--- src/rtl/cdc_sync_multi_fout.sv ---
// Multi-channel slow-to-fast input conditioner: flop synchroniser, stability
// filter, per-channel edge pulse and a sticky, software-clearable event flag.
module cdc_sync_multi_fout #(
  parameter int CH          = 8,
  parameter int SYNC_STAGES = 2,
  parameter int FILTER_LEN  = 4
) (
  input  logic              fast_clk,
  input  logic              reset,
  input  logic [CH-1:0]     async_in,
  input  logic [2*CH-1:0]   mode,
  input  logic [CH-1:0]     evt_clr,
  output logic [CH-1:0]     level_out,
  output logic [CH-1:0]     pulse_out,
  output logic [CH-1:0]     event_flag
);

  localparam int CNT_W = $clog2(FILTER_LEN + 1);
  localparam logic [CNT_W-1:0] CNT_LAST = CNT_W'(FILTER_LEN - 1);
  localparam logic [CNT_W-1:0] CNT_ONE  = CNT_W'(1);

  // Per-channel edge selection: 00 none, 01 rise, 10 fall, 11 either.
  function automatic logic edge_sel(input logic [1:0] m, input logic cur,
                                    input logic prev);
    logic rise;
    logic fall;
    rise = cur & ~prev;
    fall = ~cur & prev;
    case (m)
      2'b01:   edge_sel = rise;
      2'b10:   edge_sel = fall;
      2'b11:   edge_sel = rise | fall;
      default: edge_sel = 1'b0;
    endcase
  endfunction

  logic [CH-1:0]    sync_p0 [SYNC_STAGES];
  logic [CH-1:0]    s_p0;
  logic [CNT_W-1:0] cnt_p1  [CH];
  logic [CH-1:0]    lvl_d_p2;
  logic [CH-1:0]    sel_p2;

  // Stage 0: synchroniser chain, every channel captured in parallel.
  always_ff @(posedge fast_clk) begin
    if (reset) begin
      for (int j = 0; j < SYNC_STAGES; j++) sync_p0[j] <= '0;
    end else begin
      sync_p0[0] <= async_in;
      for (int j = 1; j < SYNC_STAGES; j++) sync_p0[j] <= sync_p0[j-1];
    end
  end

  assign s_p0 = sync_p0[SYNC_STAGES-1];

  // Stage 1: stability filter; level follows only after FILTER_LEN
  // consecutive mismatching samples, any agreement restarts the count.
  always_ff @(posedge fast_clk) begin
    if (reset) begin
      level_out <= '0;
      for (int i = 0; i < CH; i++) cnt_p1[i] <= '0;
    end else begin
      for (int i = 0; i < CH; i++) begin
        if (s_p0[i] == level_out[i]) begin
          cnt_p1[i] <= '0;
        end else if (cnt_p1[i] == CNT_LAST) begin
          level_out[i] <= s_p0[i];
          cnt_p1[i]    <= '0;
        end else begin
          cnt_p1[i] <= cnt_p1[i] + CNT_ONE;
        end
      end
    end
  end

  always_comb begin
    sel_p2 = '0;
    for (int i = 0; i < CH; i++)
      sel_p2[i] = edge_sel(mode[2*i +: 2], level_out[i], lvl_d_p2[i]);
  end

  // Stage 2: edge pulse and sticky flag; a new edge outranks a clear.
  always_ff @(posedge fast_clk) begin
    if (reset) begin
      lvl_d_p2   <= '0;
      pulse_out  <= '0;
      event_flag <= '0;
    end else begin
      lvl_d_p2   <= level_out;
      pulse_out  <= sel_p2;
      event_flag <= sel_p2 | (event_flag & ~evt_clr);
    end
  end

endmodule

--- config.mk ---
export PLATFORM = sky130hd
export DESIGN_NAME = cdc_sync_multi_fout
export DESIGN_NICKNAME = d
export VERILOG_FILES = /design/src/rtl/cdc_sync_multi_fout.sv
export SDC_FILE = /design/constraint.sdc
export NUM_CORES = 1
export LEC_CHECK = 0
export BUFFER_PORTS_ARGS = -buffer_cell sky130_fd_sc_hd__buf_2
export CAP_MARGIN = 40
export CORE_UTILIZATION = 55
export DETAILED_ROUTE_END_ITERATION = 6
export PLACE_DENSITY = 0.89
export SLEW_MARGIN = 20
export SYNTH_ARGS = -nofsm -noshare
export SYNTH_HDL_FRONTEND = slang
export SYNTH_SLANG_ARGS = --single-unit
--- constraint.sdc ---
create_clock -name fast_clk -period 1.6 [get_ports fast_clk]
set_input_delay 0.08 -clock fast_clk [delete_from_list [all_inputs] [get_ports fast_clk]]
set_output_delay 0.08 -clock fast_clk [all_outputs]
set_load 0.01 [all_outputs]
# Word level (Yosys, flattened, before mapping)
# Memory sizes are Yosys's and may differ from the RTL's.
# Index checks and enable logic that the tools add are counted.
dict set report word_totals {
  out_inout_bits 24
  input_bits 34
  memories 2
  regBits 32
  wordCells 271
  ramBits 40
}
# memory words word_bits read_ports rd_ports_with_merged_regs wr line_no
set memory_table {}
lappend memory_table {cnt_p1 8 3 8 0 8 39} ;# logic [CNT_W-1:0] cnt_p1 [CH];
lappend memory_table {sync_p0 2 8 2 0 2 37} ;# logic [CH-1:0] sync_p0 [SYNC_STAGES];
dict set report classes {
  reduce_logical 8
  n_eq_ne 40
  add_sub_neg 8
  bitwise 77
  n_mux 125
}
# cell n
set ops {}
lappend ops {{2-to-1 mux 1 bit} 91}
lappend ops {{2-to-1 mux 3 bit} 24}
lappend ops {{OR 1 bit} 34}
lappend ops {{== test 2 bit, second input constant} 16}
lappend ops {{adder 3 x 1 -> 3 bit, second input constant} 8}
lappend ops {{== test 3 x 2 -> 1 bit, second input constant} 8}
lappend ops {{inverter 1 bit} 24}
lappend ops {{one-hot mux 1 bit (3 select lines)} 8}
lappend ops {{bitwise AND 1 bit} 16}
lappend ops {{== test 2 x 1 -> 1 bit, second input constant} 8}
lappend ops {{2-to-1 mux 8 bit} 2}
lappend ops {{AND reduction 2 bit} 8}
lappend ops {{bitwise AND 8 bit} 1}
lappend ops {{== test 1 bit} 8}
lappend ops {{inverter 8 bit} 1}
lappend ops {{OR 8 bit} 1}

# Logic depth before layout (Yosys ltp)
# Gate-level depths: netlist (run 1).
dict set report logic_depth {
  ltp_word 7
  ltp_mapped 5
  mapped_depth_nobuf 5
}

# Least setup slack after synthesis (run 1)
# OpenSTA, ideal clock, no wires.
dict set report synth_timing {
  kind {flip-flop to flip-flop}
  startpoint {memory cnt_p1[0][0] (netlist name)}
  endpoint {memory cnt_p1[0][0] (netlist name), data pin}
  period_less_slack_ps 1397
  slack_ps 203
  required_time_ps 1464
  arrival_ps 1262
  n_path_buf 0
  setup_ps 136
  stages_incl_launch_ff 5
  path_cell_list {edfxtp_1 -> ha_1 -> ha_1 -> or3_4 -> nor2_2}
}
# item line_no
set synth_rtl {}
lappend synth_rtl {{start, declared} 39}

==> results of run 1 <==
==> layer usage <==
metal | GRT usage | up-vias | part of all wire
met2 | 0.301 | 43 | 0.49
met5 | 0 | - | 0
li1 | - | 1070 | -
met1 | 0.200 | 936 | 0.45
met4 | 0.0906 | 0 | 0.018
met3 | 0.0607 | 7 | 0.042
==> cell type report <==
type                            count  area, um2  area share
Clock inverter                      6       82.6      0.0215
Timing Repair Buffer               68        388       0.101
Multi-Input combinational cell    187       1350       0.351
Tap cell                           70       87.6      0.0228
Inverter                           32        120      0.0312
Clock buffer                       10        138      0.0358
Sequential cell                    72       1680       0.437
==> worst reg2reg max path: cells and delay by family, from the launching register on <==
family,cells,cell delay (ns)
flops,1,0.42
simple gates,2,0.51
fa+ha+maj,2,0.46
==> kinds of logic after synthesis <==
| family | count (synthesis) | share of synthesized area |
|---|---|---|
| and+or+nand+nor | 91 | 0.183 |
| buffers and inverters | 38 | 0.0512 |
| AOI/OAI and AO/OA | 24 | 0.0460 |
| other | 1 | 0.00121 |
| muxes | 8 | 0.0258 |
| xor gates and xnor gates | 8 | 0.0226 |
| DFF | 72 | 0.542 |
| adders and majority gates | 32 | 0.129 |
==> stage by stage <==
stage	hold slack, ns	total power, uW	util	worst slack (ns)
after CTS	0.0146	3800	0.730	0.0604
final	0.0224	3760	0.730	0.0768
after floorplan	0.208	2150	-	0.203
after detailed placement	0.295	2230	0.673	0.102
after global routing	0.0183	3920	0.730	0.0200
after global placement	0.290	2220	0.673	0.151
==> state kept, by name (all words and copies together) (netlist names) <==
name	flops
cnt_p1	24
sync_p0	16
event_flag	8
level_out	8
lvl_d_p2	8
pulse_out	8
==> power by group <==
group / internal [uW] / switching (uW)
Combinational: 119 / 116
Sequential: 1950 / 26.6
Clock: 909 / 647
Total: 2970 / 790
==> timing repair <==
item,in CTS,in global routing
resized for setup,0,0
endpoints found under the hold margin,8,0
hold buffers,8,0
==> synthesized netlist by cell type (all sizes together) (8+ instances only) <==
library cell | n | area, um2
dfxtp | 48 | 961
edfxtp | 24 | 721
a21oi | 8 | 40.0
or3 | 8 | 90.1
nor2b | 22 | 138
mux2i | 8 | 80.1
xnor2 | 8 | 70.1
inv | 32 | 120
ha | 32 | 400
a31oi | 8 | 50.1
nand2b | 8 | 50.1
nor2 | 40 | 210
nand3b | 8 | 60.1
==> path summary, 6_finish.rpt <==
check | start | depth (start not counted) | slack, ns | endpoint
worst max-delay path | cnt_p1[1][3]$_SDFFCE_PN0P_ | 4 | 0.08 | cnt_p1[1][4]$_SDFFCE_PN0P_
worst min-delay path | evt_clr[4] | 3 | 0.02 | event_flag[4]$_SDFF_PP0_
worst max register to register | cnt_p1[1][3]$_SDFFCE_PN0P_ | 4 | 0.08 | cnt_p1[1][4]$_SDFFCE_PN0P_
worst min register to register | sync_p0[0][6]$_SDFF_PP0_ | 1 | 0.44 | sync_p0[0][14]$_SDFF_PP0_
==> results.md, run 1 <==
- Die Wd: 77.1 um
- CP arrival: 1.72 ns
- Largest net degree at the start of global routing: 33
- Worst skew pair latency: 0.34 ns
- DR WL/cell: 11.0 um
- TritonCTS Sinks: 72
- EDFF count, synth: 24
- Critical path's top delay family: simple AND/OR/NAND/NOR gates
- Max-slew violations: 0
- YS warnings: 0
- Post-CTS setup repair buffer count: 0
- Non-Filler Instances: 445
- Highest achievable clock rate: 0.657 GHz
- Unrepaired setup endpoints after global routing: no
- CTS tree: done
- Slew margin rel.: 0.612
- HP Class: primary input to flop
- Layout cells sized above 1: 0.283
- Clock transition at the registers of the reported paths: roughly 0.07 ns
- Initial drt markers: 111
- I/O pin count: 58
- Sequential cell area fraction in the yosys report: 0.542
- HPWL after DPL: 3600 um
- Gate Count Post-Synth: 274
- Lkg Pwr: 0.00167 uW
- Critical path class: flop to flop
- Ant diodes: 0
- Vias in the first global route: 1953
- Final ANT Viol Nets: 0
- Total track usage: 0.179
- Fill count: 381
- Core footprint: 5270 um2
- DIE HEIGHT: 77.1 um
- Final Cell Area: around 3800 um2
- Max VDD drop: 0.875 mV
- Critical Path Most Common Cell: ha_1
- Status: finished clean
- Die area: 5950 um2
- Asr flop ratio synth: 0
- Crit Path Max Fanout: 3
- Crit-path max cell delay: 0.42 ns
- Clock tree buffer depth: 2
- Starting Density: 0.589
- CP max-delay cell: edfxtp_1
- CTS H-tree depth: 3
- Synth cell types: 22
- Placed Cells: 421
- Post-Route WL: between 4000 and 5000 um
- CTS root buffer: clkbuf_8
- Commonest non-fill, non-tap cell in the layout: buf_2
- DR vias/cell: 4.62
- Max Cap Violations: 0
- GPL Wtd Cong: 0.746
- Initial antenna violation count: 0
- CP Cell Sequence: ha_1 -> ha_1 -> or3_4 -> nor2_2
- WP buf/inv: 0
- Grt ovf: 0
- Slew @ Worst Pin: 0.582 ns
- Critical Path End Type: flop
- Final min period: 1.52 ns
- Seq cells post-synth: 72
- Global-route wire length before repair: about 8100 um
- Remaining DRCs: 0
- Ys flop type: dfxtp_1
- Nets: 436
- Commonest non-fill, non-tap cells in the layout: buf_2, dfxtp_1, inv_1, ha_1
- Vias: 2056
- Drt pass-1 iters: 4
- Crit path launch type: flop
- CP required: roughly 1.8 ns
- Setup violators final: 0
- Synthesis-to-layout area growth: 23.9%
- Rows: 26
- Final Cycle Share: 0.952
- P per Cell Area: 978 nW/um2
- Syn_area_per_cell: 11.3 um2
- IO buf count: 57
- Setup Skew: 0.00590 ns
- Mapped cell area: ~3100 um2
- Final Hold Vio Count: 0
- CTS Buf Count: 9
- DP Area: roughly 3500 um2
- Setup TNS: 0 ns
(Power assumes the default switching activity.)
==> run 2: changes to the inputs <==
ABC_AREA = 1   (was default)
==> results.md, run 2 <==
- Setup violators final: 0
- IO buf count: 57
- Asr flop ratio synth: 0
- Largest regs: cnt_p1 x24, sync_p0 x16
- Crit Path Max Fanout: 3
- CP arrival: 1.57 ns
- CP required: approximately 1.8 ns
- Worst skew pair latency: 0.33 ns
- Top Usage Layer GRT: met2
- Synthesis-to-layout area growth: 24.5%
- Unrepaired setup endpoints after global routing: no
- CTS tree: done
- Sequential cell area fraction in the yosys report: 0.532
- Critical Path End Type: flop
- Largest net degree at the start of global routing: 26
- Die Wd: 77.8 um
- Mapped cell area: 3160 um2
- Count leader, synth: inv_1
- Total track usage: 0.202
- Layout cells sized above 1: 0.174
- GPL Wtd Cong: between 0.7 and 0.8
- Ys flop type: dfxtp_1
- Final Hold Vio Count: 0
- DR WL/cell: 10.3 um
- CTS H-tree depth: 3
- CP Cell Sequence: ha_1 -> ha_1 -> nor2_1 -> nand3_1 -> nor2_1
- Gate Count Post-Synth: 353
- Top reg by flops: cnt_p1
- CTS Buf Count: 9
- WP buf/inv: 0
- YS warnings: 0
- Cts hold-fix bufs: 14
- Drt pass-1 iters: 4
- P per Cell Area: between 900 and 1000 nW/um2
- Crit-path max cell delay: 0.40 ns
- Core footprint: 5510 um2
- Initial antenna violation count: 0
- Final ANT Viol Nets: 0
- CTS root buffer: clkbuf_8
- Clock transition at the registers of the reported paths: ~0.070 ns
- Final Cell Area: just under 4000 um2
- EDFF count, synth: 24
- Post_cts resized: 0
- Ant diodes: 0
- Commonest cells post-synth: inv_1, nand2_1, nor2_1, dfxtp_1, ha_1
- Grt ovf: 0
- Max Cap Violations: 0
- Rows: 27
- Commonest non-fill, non-tap cells in the layout: inv_1, buf_2, nand2_1, nor2_1, dfxtp_1
- Remaining DRCs: 0
- Syn_area_per_cell: 8.95 um2
- Synth top area share: 0.304
- Status: finished clean
- Vias: 2372
- Max VDD drop: 0.599 mV
- R2R setup slack: between 0.2 and 0.25 ns
- Largest area contributor in the netlist: dfxtp_1
- TritonCTS Sinks: just over 70
- Highest achievable clock rate: 0.722 GHz
- Post-Route WL: 5500 um
- Lkg Pwr: 0.00208 uW
- Tot Pwr: 3760 uW
- HP Class: primary input to flop
- Largest cells by area after synthesis: dfxtp_1, edfxtp_1, ha_1
- Final min period: 1.39 ns
- Met2 GRT Util: 0.377
- Final Cycle Share: 0.866
- Commonest non-fill, non-tap cell in the layout: inv_1
- Seq cells post-synth: about 70
- Post-CTS setup repair buffer count: 0
- Nets: 521
- CP max-delay cell: edfxtp_1
- Max FFs per register: 24
- Setup TNS: 0 ns
- Synth cell types: 15
- DP Area: 3600 um2
- HPWL after DPL: just under 4000 um
- I/O pin count: 58
- DR vias/cell: 4.46
- Max-slew violations: 0
- DIE HEIGHT: 77.8 um
- Met3 Use GR: 0.0647
- Critical path's top delay family: simple AND/OR/NAND/NOR gates
- Initial drt markers: approximately 110
- Crit path launch type: flop
- Die area: 6050 um2
- Global-route wire length before repair: about 9400 um
- Vias in the first global route: around 2400
- M1 GR Usage: 0.198
- Clock tree buffer depth: 2
- Critical path class: flop to flop
- Starting Density: 0.574
- Setup Skew: 0.00630 ns
[run 2: cell count changes after synthesis, moves of 10 or more]
cell and change:
inv_1 +56, nor2_2 -24, a21oi_1 +14, nor2_1 +34
nand2_1 +45, nand3_1 +10, nor2b_1 -22
[run 2: worst reg2reg max path, stage by stage, from the launching register on]
cell      delay, ns
edfxtp_1       0.40
ha_1           0.21
ha_1           0.20
nor2_1         0.14
nand3_1        0.14
nor2_1         0.15
[run 2: power by group]
part | internal [uW] | total, uW | leakage (uW) | switching [uW]
Sequential | 1970 | 2010 | 0.000642 | 40.2
Clock | 801 | 1410 | 0.000103 | 607
Combinational | 153 | 339 | 0.00134 | 185
Total | 2930 | 3760 | 0.00208 | 833
[run 2: logic make-up (layout without fill, tap and decap cells)]
kind of cell | after synthesis | count (layout) | synth area share
AO/OA/AOI/OAI | 36 | 36 | 0.0641
adder cells (fa/ha/maj) | 32 | 32 | 0.127
buffers and inverters | 94 | 178 | 0.122
flip-flops | 72 | 72 | 0.532
other | 1 | 24 | 0.00119
AND/OR/NAND/NOR | 118 | 118 | 0.154
[run 2: worst paths after layout]
| path | depth (start not counted) | startpoint | endpoint |
|---|---|---|---|
| worst max-delay path | 5 | cnt_p1[0][0]$_SDFFCE_PN0P_ | cnt_p1[0][2]$_SDFFCE_PN0P_ |
| worst min register to register | 2 | sync_p0[0][6]$_SDFF_PP0_ | sync_p0[0][14]$_SDFF_PP0_ |
| worst min-delay path | 3 | evt_clr[6] | event_flag[6]$_SDFF_PP0_ |
| worst max register to register | 5 | cnt_p1[0][0]$_SDFFCE_PN0P_ | cnt_p1[0][2]$_SDFFCE_PN0P_ |
[run 2: metal layers]
metal / vias to the layer above / wire (um)
met5: - / 0
met3: 13 / 253
met1: 1046 / 2260
met4: 0 / 119
met2: 55 / 2870
li1: 1258 / -
[run 2: area by class of cell]
cell class / instances / area, um2
Inverter: 89 / 334
Sequential cell: 72 / 1680
Fill cell: 407 / 1570
Multi-Input combinational cell: 210 / 1180
Tap cell: 72 / 90.1
Timing Repair Buffer: 73 / 453
Clock inverter: 3 / 40.0
Clock buffer: 13 / 159
[run 2: through the flow]
stage / util / instances / worst slack, ns / hold WS (ns)
4_1_cts: 0.715 / 532 / 0.201 / 0.00463
2_1_floorplan: - / 376 / 0.422 / 0.187
5_1_grt: 0.715 / 532 / 0.122 / 0.0155
3_3_place_gp: 0.653 / 502 / 0.348 / 0.281
6_report: 0.715 / 532 / 0.215 / 0.0122
3_5_place_dp: 0.653 / 502 / 0.218 / 0.287
